File: config.mk
export PLATFORM = sky130hd
export DESIGN_NAME = fuzz_irq_receiver
export DESIGN_NICKNAME = d
export VERILOG_FILES = /design/src/rtl/fuzz_irq_receiver.sv
export SDC_FILE = /design/constraint.sdc
export NUM_CORES = 1
export LEC_CHECK = 0
export CAP_MARGIN = 15
export CORE_MARGIN = 3
export CORE_UTILIZATION = 42
export DETAILED_ROUTE_END_ITERATION = 16
export GPL_ROUTABILITY_DRIVEN = 0
export PLACE_DENSITY = 0.77
export REMOVE_ABC_BUFFERS = 1
export SYNTH_ARGS = -nofsm -noshare
export SYNTH_HDL_FRONTEND = slang
export SYNTH_SLANG_ARGS = --single-unit
File: constraint.sdc
create_clock -name clock -period 2.71 [get_ports clock]
set_clock_uncertainty 0.15 [all_clocks]
set_input_delay 0.4065 -clock clock [delete_from_list [all_inputs] [get_ports clock]]
set_output_delay 0.4065 -clock clock [all_outputs]
set_load 0.02 [all_outputs]
File: src/rtl/fuzz_irq_receiver.sv
// rtl/fuzz_irq_receiver.sv - receives the harness stall/watchdog interrupt level and raises a
// sticky, maskable interrupt with coverage snapshot, event count and a 1-cycle register port.
module fuzz_irq_receiver #(
   parameter int COV_W   = 30,
   parameter int HOLDOFF = 64,
   parameter int CNT_W   = 32
) (
   input  logic             clock,
   input  logic             reset_n,
   input  logic             irq_in,
   input  logic [COV_W-1:0] cov,
   input  logic             tohost_done,
   input  logic             req_valid,
   input  logic             req_write,
   input  logic [1:0]       req_addr,
   input  logic [63:0]      req_wdata,
   output logic             resp_valid,
   output logic [63:0]      resp_rdata,
   output logic             irq_out
);

   localparam int HC_W = (HOLDOFF > 1) ? $clog2(HOLDOFF) : 1;

   typedef enum logic [1:0] {
      ST_IDLE    = 2'd0,
      ST_PENDING = 2'd1,
      ST_HOLDOFF = 2'd2
   } state_t;

   state_t           state, state_next;
   logic [HC_W-1:0]  hcnt, hcnt_next;
   logic [CNT_W-1:0] count;
   logic [COV_W-1:0] cov_snap;
   logic             enable, enable_next;
   logic             s1, s2, s3;
   logic             rise, take_edge;
   logic             clear_wr, ctrl_wr;
   logic [63:0]      rdata;

   // s3 resets low, so a line already high at reset release still yields one edge
   assign rise     = s2 & ~s3;
   assign clear_wr = req_valid & req_write & (req_addr == 2'd3);
   assign ctrl_wr  = req_valid & req_write & (req_addr == 2'd2);

   always_comb begin
      state_next = state;
      hcnt_next  = hcnt;
      take_edge  = 1'b0;
      case (state)
         ST_IDLE: begin
            if (rise) begin
               state_next = ST_PENDING;
               take_edge  = 1'b1;
            end
         end
         ST_PENDING: begin
            if (clear_wr || tohost_done) begin
               state_next = ST_HOLDOFF;
               hcnt_next  = HC_W'(HOLDOFF - 1);
            end
         end
         ST_HOLDOFF: begin
            if (clear_wr) begin
               hcnt_next = HC_W'(HOLDOFF - 1);
            end else if (hcnt == '0) begin
               state_next = ST_IDLE;
            end else begin
               hcnt_next = hcnt - HC_W'(1);
            end
         end
         default: state_next = ST_IDLE;
      endcase
   end

   assign enable_next = ctrl_wr ? req_wdata[0] : enable;

   // Read mux reflects pre-update state; writes always return zero
   always_comb begin
      rdata = '0;
      if (!req_write) begin
         case (req_addr)
            2'd0: begin
               rdata[32 +: CNT_W] = count;
               rdata[3]           = enable;
               rdata[2:1]         = state;
               rdata[0]           = (state == ST_PENDING);
            end
            2'd1:    rdata[COV_W-1:0] = cov_snap;
            2'd2:    rdata[0] = enable;
            default: rdata = '0;
         endcase
      end
   end

   always_ff @(posedge clock or negedge reset_n) begin
      if (!reset_n) begin
         s1 <= 1'b0;
         s2 <= 1'b0;
         s3 <= 1'b0;
      end else begin
         s1 <= irq_in;
         s2 <= s1;
         s3 <= s2;
      end
   end

   always_ff @(posedge clock or negedge reset_n) begin
      if (!reset_n) begin
         state <= ST_IDLE;
         hcnt  <= '0;
      end else begin
         state <= state_next;
         hcnt  <= hcnt_next;
      end
   end

   always_ff @(posedge clock or negedge reset_n) begin
      if (!reset_n) begin
         count      <= '0;
         cov_snap   <= '0;
         enable     <= 1'b1;
         irq_out    <= 1'b0;
         resp_valid <= 1'b0;
         resp_rdata <= '0;
      end else begin
         if (ctrl_wr && req_wdata[1]) begin
            count <= take_edge ? CNT_W'(1) : '0;
         end else if (take_edge) begin
            count <= count + CNT_W'(1);
         end
         if (take_edge) begin
            cov_snap <= cov;
         end
         enable     <= enable_next;
         irq_out    <= (state_next == ST_PENDING) && enable_next;
         resp_valid <= req_valid;
         resp_rdata <= req_valid ? rdata : '0;
      end
   end

endmodule

==> reports/metrics.csv <==
metric;value;unit
Worst VDD drop;0.348;mV
Distinct cells, synth;47;
CP Max Fanout;20;
CP bufs+invs;0;
overall routing resource usage;17.2;%
vias;4107;
antenna violations before repair;0;
Worst-Margin Slew;628;ps
syn_area_per_cell;10.7;um^2
Final Hold Fails;0;
Clock power frac;36.7;%
commonest non-fill, non-tap cell in the layout;dfrtp_1;
remaining global-route overflow;0;
f_max;399;MHz
Initial DRT Pass Iterations;4;
commonest cells after routing, fill and taps aside;dfrtp_1, nand2_1, clkdlybuf4s50_1;
worst min path class;reg -> reg;
DP Area;6800;um^2
largest net degree at the start of global routing;69;
CP Cell Sequence;or4b_4 -> or4_4 -> or4_1 -> a21oi_1;
Final Slew Violations;0;
leakage power;3.33;nW
share of the synthesized area in the top cell type;61.7;%
slowest CP cell;or4_4;
Net Sw Power;1.65;mW
Int Power;4.13;mW
top cells by area, synth;dfrtp_1, nand2_1, and2_1, a21oi_1, o31ai_1;
area of the core;12800;um^2
IO buf count;103;
Synth Register Bits;138;
switching portion of total power;28.6;%
WL met3;473;um
Die W;121;um
Longest Clk Path Bufs;2;
Fin Setup TNS;0;ps
Area Overhead vs Synth;32.6;%
DRT iter0 DRCs;257;
# rows;41;
# resized after CTS;0;
maxcap violations;0;
Post-Place Cells;781;
CTS clock-pin slew for the worst setup and hold paths;60;ps
nets;733;
Hold Worst Slack;222;ps
post-CTS setup repair buffer count;0;
die height;121;um
Synth Cell Area;5550;um^2
post-layout min period;2510;ps
Seq/Total Area, Yosys;62.2;%
final setup margin;201;ps
Comb pwr share;15.8;%
HPWL after detailed placement;8.09;mm
number of global-route vias before repair;4120;
WP data arrival;2690;ps
first-pass GRT wire length;19.9;mm
period utilisation layout;92.6;%
Worst-Skew Late Latency;410;ps
DRT antenna net count;0;
Place WS;212;ps
WL per Instance;14.7;um
post-synth top area cell;dfrtp_1;
# DRC;0;
post-route met1 wirelength;5.32;mm
Slew HR;58.1;%
post-synthesis cell count;518;
synth warn;0;
CTS Sinks;138;
top_reg_cell synth;dfrtp_1;
Initial Util;43.5;%
DR vias/cell;5.05;
Seq pwr share;47.5;%
RSZ-0062 raised after global routing;false;
Crit. End Element;register;
die area;14600;um^2
fraction of registers with async set or reset after synthesis;100;%
EDFF count, synth;0;
total CTS buffers;17;
critical path's largest stage delay;680;ps
Final setup viols;0;
CP required;2890;ps
highest metal used;met4;
Finished Layout Cells;813;
CTS Hold Bufs;1;
Worst setup SP type;register;
cell family with most CP delay;simple AND/OR/NAND/NOR gates;
number of fill cells;1025;
status;finished clean;
layout cells sized above 1;8.27;%
H-tree depth;4;
CTS tree;done;
pwr dens;786;nW/um^2
WL met2;6.01;mm
I/O pin count;168;
Root Driver;clkbuf_16;
Post-Route WL;12.0;mm
antenna diode count;0;
Setup CP Type;reg -> reg;
post-route cell area;7360;um^2
-- cells in the mapped netlist, types with 4 or more instances --
library cell  count
dfrtp_1         137
nand2_1         114
and2_1           62
clkbuf_1         23
a21oi_1          21
nor2_1           19
o31ai_1          13
or4_1            13
nand4_1          12
nand3_1           9
mux2i_1           8
inv_1             7
o21ai_0           7
or3_1             7
nand2b_1          6
xor2_1            6
nor4_1            5
and3_1            4
and4_1            4
nor3_1            4
-- power groups by stage --
| stage | registers (mW) | logic (mW) | clock network, mW |
|---|---|---|---|
| 3_5_place_dp | 2.78 | 0.918 | 0 |
| 2_1_floorplan | 2.75 | 0.533 | 0 |
| 4_1_cts | 2.75 | 0.929 | 2.16 |
| 3_3_place_gp | 2.75 | 0.875 | 0 |
| 6_report | 2.75 | 0.912 | 2.12 |
| 5_1_grt | 2.81 | 1.05 | 2.25 |
-- cell families (layout without fill, tap and decap cells) --
group / after synthesis / count (layout) / share of synthesized area (%)
AND/OR/NAND/NOR: 268 / 268 / 24.9
flip-flops: 138 / 138 / 62.2
AO/OA/AOI/OAI: 55 / 55 / 6.38
buffers and inverters: 36 / 158 / 2.97
XOR/XNOR: 9 / 9 / 1.42
multiplexers: 9 / 9 / 1.64
adder cells (fa/ha/maj): 2 / 2 / 0.451
other: 1 / 2 / 0.0675
-- metal layers --
metal	vias to the layer above	track usage [%]
li1	1974	-
met1	2020	22.3
met2	96	27.9
met3	17	4.20
met4	0	7.01
met5	-	0
-- through the flow --
stage               power (mW)  util, %
floorplan                 3.28        -
global placement          3.63     53.3
detailed placement        3.70     53.3
CTS                       5.84     57.6
global route              6.11     57.6
finish                    5.79     57.6
-- sequential cells by signal (all words and copies together), names as in the netlist --
signal      count
resp_valid      1
resp_rdata     62
hcnt            6
count          32
s3              1
s2              1
irq_out         1
state           2
s1              1
cov_snap       30
enable          1
-- final timing paths --
check                         start              to  slack (ps)  cells after the start
max                        state[0]       count[22]         200                      4
min                              s1              s2         220                      0
max in group asynchronous   reset_n    cov_snap[28]        1280                      3
max reg2reg                state[0]       count[22]         200                      4
min reg2reg                      s1              s2         220                      0
min in group asynchronous   reset_n  resp_rdata[48]         420                      2
-- cell type report --
class / instances / area, um^2 / share of cell area (%)
multi-input cells: 345 / 1940 / 26.4
inverters: 7 / 26.3 / 0.357
flip-flops and latches: 138 / 3450 / 46.9
clock buffers: 18 / 429 / 5.83
clock inverters: 13 / 120 / 1.63
well taps: 172 / 215 / 2.92
repair buffers: 120 / 1170 / 16.0
Note: power is estimated with default switching activity, not from simulation.
